**config.mk**
```make
export PLATFORM = sky130hd
export DESIGN_NAME = tiny85_uart_rx
export DESIGN_NICKNAME = d
export VERILOG_FILES = /design/src/rtl/tiny85_uart_rx.sv
export SDC_FILE = /design/constraint.sdc
export NUM_CORES = 1
export LEC_CHECK = 0
export CORE_MARGIN = 10
export CORE_UTILIZATION = 55
export DETAILED_ROUTE_END_ITERATION = 6
export MAX_ROUTING_LAYER = met4
export PLACE_DENSITY = 0.78
export SYNTH_ARGS = -nofsm -noshare
export SYNTH_HDL_FRONTEND = slang
export SYNTH_SLANG_ARGS = --single-unit
```
**constraint.sdc**
```tcl
create_clock -name clk -period 1.7 [get_ports clk]
set_input_delay 0.34 -clock clk [delete_from_list [all_inputs] [get_ports clk]]
set_output_delay 0.34 -clock clk [all_outputs]
set_load 0.1 [all_outputs]
```
**src/rtl/tiny85_uart_rx.sv**
```systemverilog
// tiny85_uart_rx: 8N1 UART receiver for the ATtiny85 PB1 line with a valid/ready holding register.
// Ports: clk, rst_n (sync, active-low), rx (async serial line, idle high),
//   rx_data/rx_valid/rx_ready (holding register handshake), frame_err and overrun (one-cycle pulses).
module tiny85_uart_rx #(
  parameter int CLKS_PER_BIT = 16
) (
  input  logic       clk,
  input  logic       rst_n,
  input  logic       rx,
  input  logic       rx_ready,
  output logic [7:0] rx_data,
  output logic       rx_valid,
  output logic       frame_err,
  output logic       overrun
);
  localparam int CW = $clog2(CLKS_PER_BIT);
  localparam logic [CW-1:0] HALF = CW'(CLKS_PER_BIT / 2 - 1);
  localparam logic [CW-1:0] FULL = CW'(CLKS_PER_BIT - 1);
  typedef enum logic [2:0] {IDLE, START, DATA, STOP, BREAK} state_t;
  state_t r_state, w_state;
  logic r_s1, r_s2, r_sd;
  logic [CW-1:0] r_cnt, w_cnt;
  logic [2:0] r_idx, w_idx;
  logic [7:0] r_shift, w_shift, w_data;
  logic w_valid, w_ferr, w_ovr;
  always_comb begin
    w_state = r_state;
    w_cnt = r_cnt + 1'b1;
    w_idx = r_idx;
    w_shift = r_shift;
    w_data = rx_data;
    w_valid = rx_valid & ~rx_ready;
    w_ferr = 1'b0;
    w_ovr = 1'b0;
    case (r_state)
      IDLE: begin
        w_cnt = '0;
        w_state = (~r_s2 & r_sd) ? START : IDLE;
      end
      START: if (r_cnt == HALF) begin
        w_cnt = '0;
        w_idx = '0;
        w_state = r_s2 ? IDLE : DATA;
      end
      DATA: if (r_cnt == FULL) begin
        w_cnt = '0;
        w_shift[r_idx] = r_s2;
        w_idx = r_idx + 3'd1;
        w_state = (r_idx == 3'd7) ? STOP : DATA;
      end
      STOP: if (r_cnt == FULL) begin
        w_cnt = '0;
        w_state = r_s2 ? IDLE : BREAK;
        w_ferr = ~r_s2;
        // a consumer taking the old byte on this very edge frees the register for the new one
        if (r_s2 && (~rx_valid || rx_ready)) begin
          w_data = r_shift;
          w_valid = 1'b1;
        end else if (r_s2) begin
          w_ovr = 1'b1;
        end
      end
      BREAK: begin
        w_cnt = '0;
        w_state = r_s2 ? IDLE : BREAK;
      end
      default: w_state = IDLE;
    endcase
  end
  always_ff @(posedge clk) begin
    if (!rst_n) begin
      r_s1 <= 1'b1;
      r_s2 <= 1'b1;
      r_sd <= 1'b1;
      r_state <= IDLE;
      r_cnt <= '0;
      r_idx <= '0;
      r_shift <= '0;
      rx_data <= '0;
      rx_valid <= 1'b0;
      frame_err <= 1'b0;
      overrun <= 1'b0;
    end else begin
      r_s1 <= rx;
      r_s2 <= r_s1;
      r_sd <= r_s2;
      r_state <= w_state;
      r_cnt <= w_cnt;
      r_idx <= w_idx;
      r_shift <= w_shift;
      rx_data <= w_data;
      rx_valid <= w_valid;
      frame_err <= w_ferr;
      overrun <= w_ovr;
    end
  end
endmodule
```
* Word-level counts from Yosys, hierarchy flattened
Cells that the tools add are included.
W data, S select, Z words.
** Word-level totals
- Register bits after elaboration :: 32
- Output and inout port bits :: 11
** Operators by class
- $add $sub $neg :: 2
- Order comparisons :: 2
- Eq/ne operators :: 10
- Multiplexer cells :: 21
- Bitwise gates (word level) :: 8
- Reductions and logical operators :: 13
** Operators with widths (number)
- $mux W3 :: 6
- $pmux W3 S5 :: 1
- $pmux W4 S3 :: 1
- $reduce_and A3 Y1 :: 4
- $bwmux W8 :: 1
- $mux W4 :: 2
- $mux W1 :: 7
- $eq A3 B2 Y1 const B :: 2
- $eq A3 B3 Y1 const B :: 2
- $ne A2 B2 Y1 const B :: 3
- $not A1 Y1 :: 6
- $pmux W3 S2 :: 1
- $add A4 B1 Y4 const B :: 1
- $eq A4 B3 Y1 const B :: 1
- $eq A4 B4 Y1 const B :: 1
- $lt A3 B4 Y1 const B :: 1
- $reduce_or A2 Y1 :: 2
- $reduce_or A4 Y1 :: 1
- $add A3 B1 Y3 const B :: 1
- $demux W1 S3 :: 1
- $eq A3 B1 Y1 const B :: 1
- $ge A3 B1 Y1 const B :: 1
- $logic_not A3 Y1 :: 1
- $and A1 B1 Y1 :: 2
- 5 further kinds :: 6

* Depth between registers and ports, before layout
- Depth after elaboration :: 6
- Mapped depth :: 6
- Mapped depth without buffers :: 4

* Least setup slack after synthesis
OpenSTA, ideal clock, no wires.
- Path kind :: reg2reg
- From :: reg rx_valid
- To :: reg rx_data[0]
- Setup time :: 0.120 ns
- Arrival time :: 1.654 ns
- Data required time :: 1.580 ns
- Setup slack :: -0.075 ns
- Cell stages (with the launch flop) :: 5
- Path buffers :: 1
- Clock period less this slack :: 1.775 ns
- Cells stage by stage :: dfxtp_1 > nor2b_1 > and4b_1 > buf_4 > mux2i_1
** Between the ends
- Longest elaborated chain between the ends :: 4
** RTL lines
- start: declaration :: RTL line 12 : output logic rx_valid,
- start signal: assignment :: RTL line 92 : rx_valid <= w_valid;
- $not A1 Y1 :: RTL line 56 : if (r_s2 && (~rx_valid || rx_ready)) begin
- $logic_or A1 B1 Y1 :: RTL line 56
- $logic_and A1 B1 Y1 :: RTL line 56
- $reduce_and A3 Y1 (no source line)
- end signal: assignment :: RTL line 91 : rx_data <= w_data;
- end: declaration :: RTL line 11 : output logic [7:0] rx_data,
Every way passes these cells.
A chain may end at the register's enable or synchronous reset.

* Final worst setup path
- From :: reg r_cnt[0]
- To :: reg rx_data[1]
** Between the ends
- Longest elaborated chain between the ends :: 2
** RTL lines
- start: declaration :: RTL line 22 : logic [CW-1:0] r_cnt, w_cnt;
- start signal: assignment :: RTL line 88 : r_cnt <= w_cnt;
- $eq A4 B4 Y1 :: RTL line 51 : STOP: if (r_cnt == FULL) begin
- $reduce_and A3 Y1 (no source line)
Every way passes these cells.

==> metrics.md <==
| Metric | Value |
|---|---|
| DRT Wirelength | roughly 2800 um |
| Die ar. | ~0.0051 sq mm |
| Syn Inst Count | 150 |
| Post-CTS Setup Bufs | 0 |
| Placer congestion estimate | approximately 0.81 |
| PwrDens | between 700 and 800 mW/mm^2 |
| Pin slew with the least headroom to its limit | ~470 ps |
| Fin nets | 177 |
| Largest net degree at the start of global routing | 14 |
| Leak | between 0.7 and 0.8 nW |
| Post-CTS Hold Fix Bufs | 0 |
| Met2 Track Usage GR | approximately 17% |
| Cells along the critical path | ha_1 -> and4_2 -> and4b_2 -> mux2i_1 |
| CP endpoint kind | flip-flop |
| Syn Nets | 157 |
| Slowest stage cell, crit path | and4b_2 |
| Seq cells post-synth | 32 |
| Drt drc | 1 |
| CP peak stage delay | 420 ps |
| Fin crit period | 1520 ps |
| Syn Area/Cell | 9.78 sq um |
| Total gr overflow | 0 |
| Max IR drop VDD | 0.000767 V |
| Leading area contributor after synthesis | dfxtp_1 |
| Final setup vio count | 0 |
| Synth Flop Type | dfxtp_1 |
| Yosys cell types | 37 |
| Drt first pass iters | 7 |
| Hold Vio Cnt, Final | 0 |
| Die H | 71.7 um |
| CTS tree | built |
| Vias in the first global route | 1075 |
| 1st-iter DRT viols | between 70 and 80 |
| Hold path startpoint | r_s1 |
| GRT Overall Usage | 12.0% |
| Status | finished with violations |
| Ranking of synthesized cells by area | dfxtp_1 (44%), mux2i_1 (12%), nand2_1 (6.9%) |
| Clock Sinks | 32 |
| Clock Tree Root | clkbuf_4 |
| Placed cell area | 0.00173 sq mm |
| Core area | between 0.002 and 0.003 sq mm |
| Max_slew headroom | 68.1% |
| Grt met3 use | 6.61% |
| Worst Hold Class | reg2reg |
| Antenna Cells | 0 |
| Worst r2r src | r_cnt[0] |
| Initial antenna violation count | 0 |
| Vias per std cell | 5.52 |
| Drt wl/cell | 13.9 um |
| Worst-path clk slew | 90 ps |
| Crit path max fanout | 8 |
| Share of cells above drive strength 1 | 19.9% |
| Max frequency | 656 MHz |
| Netlist Area Pre-Place | 0.00147 sq mm |
| Max-slew violations | 0 |
| RSZ-0062 raised after global routing | false |
| Global route hottest layer | met2 |
| Top cell type's share of synthesized area | between 40% and 50% |
| Worst Hold End | r_s2 |
| Register area share after synthesis | 43.6% |
| Io pins | 15 |
| Commonest non-fill, non-tap cell in the layout | dfxtp_1 |
| Syn-to-layout area delta | 21.9% |
| Fin Clk Skew | ~3.5 ps |
| Non-filler cells, final | 201 |
| Rows | 18 |
| Worst r2r path cells | 4 |
| Violated checks | design-rule violations |
| Met1 GRT Util | 13.8% |
| End of the worst register-to-register path | rx_data[1] |
| Hold depth | 1 |
| Worst setup SP type | flip-flop |
| Cts bufs inserted | 5 |
| Setup TNS | 0 ps |
| Htree depth | 2 |
| Routed Antenna Nets | 0 |
| Vias | roughly 1100 |
| First-pass GRT wire length | ~4900 um |
| Post-DP HPWL | 2040 um |
| Fillers | 190 |
| Syn. warnings | 0 |
| Buffers on Ports | 14 |
| CTS Buffer Depth | 2 |
| Period utilization | about nine tenths |
| Die width | 71.7 um |
| Flop2flop setup slack | 180 ps |
| Starting Density | between 50% and 60% |
| Worst EP required | roughly 2000 ps |
| Post-layout util | 70.9% |
| DP Cell Count | 193 |
| Post-synth ARST share | 0% |
| Most frequent cells in the layout | dfxtp_1 (31), nand2_1 (27), mux2i_1 (18) |
| Final instance area | 0.00179 sq mm |
| Total power | 0.00125 W |
| EDFF count, synth | 0 |
| Clk_lat worst skew | 330 ps |
| Max-cap violations | 0 |
| Crit path kind | reg2reg |
| Crit path DAT | 1780 ps |
[cell type report]
cell class / instances / area, sq um / share of cell area [%]
timing repair buffer: 24 / 325 / 18.2
clock buffer: 8 / 58.8 / 3.29
sequential: 32 / 642 / 35.9
tap: 30 / 37.5 / 2.10
inverter: 1 / 3.75 / 0.210
multi-input combinational: 106 / 722 / 40.3
[kinds of logic (layout without fill, tap and decap cells)]
kind of cell,Yosys count,count (layout),share of synthesized area (%)
AO/OA/AOI/OAI,11,11,5.88
XOR/XNOR,2,2,1.19
multiplexers,18,18,12.3
flip-flops,32,32,43.6
adder cells (fa/ha/maj),3,3,2.56
buffers and inverters,12,33,7.25
AND/OR/NAND/NOR,72,72,27.2
[per-layer routing]
layer	up-vias	part of all wire, %
met3	7	6.7
met1	512	48
met2	22	43
li1	568	-
met5	-	0
met4	0	2.3
[through the flow]
step	setup slack [ps]	hold slack [ps]
2_1_floorplan	237	386
4_1_cts	44.8	417
3_3_place_gp	-6.84	390
5_1_grt	59.8	442
6_report	176	412
3_5_place_dp	-88.4	399
[cell usage after synthesis, types with 2 or more instances]
library cell	count
clkbuf_8	4
nand2_1	27
nor3_1	4
nor2_1	5
a31oi_1	2
nand4b_1	3
and3_1	2
nand3_1	7
o21a_1	2
buf_4	3
nand4_1	5
dfxtp_1	32
buf_2	2
nor2b_1	5
o21ai_0	2
ha_1	3
and4b_1	2
nand2b_1	4
mux2i_1	18
[report_power, final]
| group | total, W | leakage [nW] | internal (W) | switching, W |
|---|---|---|---|---|
| Combinational | 0.0000507 | 0.416 | 0.0000222 | 0.0000285 |
| Clock | 0.000444 | 0.0326 | 0.000204 | 0.000240 |
| Sequential | 0.000758 | 0.259 | 0.000754 | 0.00000460 |
[state kept, by name, indices dropped and copies added, names as in the netlist]
| name | count |
|---|---|
| overrun | 1 |
| rx_data | 8 |
| r_sd | 1 |
| frame_err | 1 |
| r_s1 | 1 |
| r_s2 | 1 |
| r_idx | 3 |
| r_cnt | 4 |
| r_shift | 8 |
| rx_valid | 1 |
| r_state | 3 |
[worst max path at each step]
stage	startpoint	to	slack, ps
6_report	r_cnt[0]	rx_data[1]	180
5_1_grt	r_cnt[0]	rx_data[1]	60
2_1_floorplan	rx_valid	rx_data[0]	240
3_5_place_dp	rx_ready	rx_data[1]	-90
3_3_place_gp	rx_ready	rx_data[7]	-7
4_1_cts	r_cnt[0]	rx_data[1]	40
[critical path, delay by kind of cell, from the launching register on]
family	cells	cell delay, ps
adders and majority gates	1	170
DFF	1	370
muxes	1	250
and+or+nand+nor	2	650
[timing repair]
item,4_1_cts,5_1_grt
gates resized for setup,0,1
endpoints found under the setup margin,0,7
hold endpoints to repair,0,0
Power figures use the tool's default switching activity.
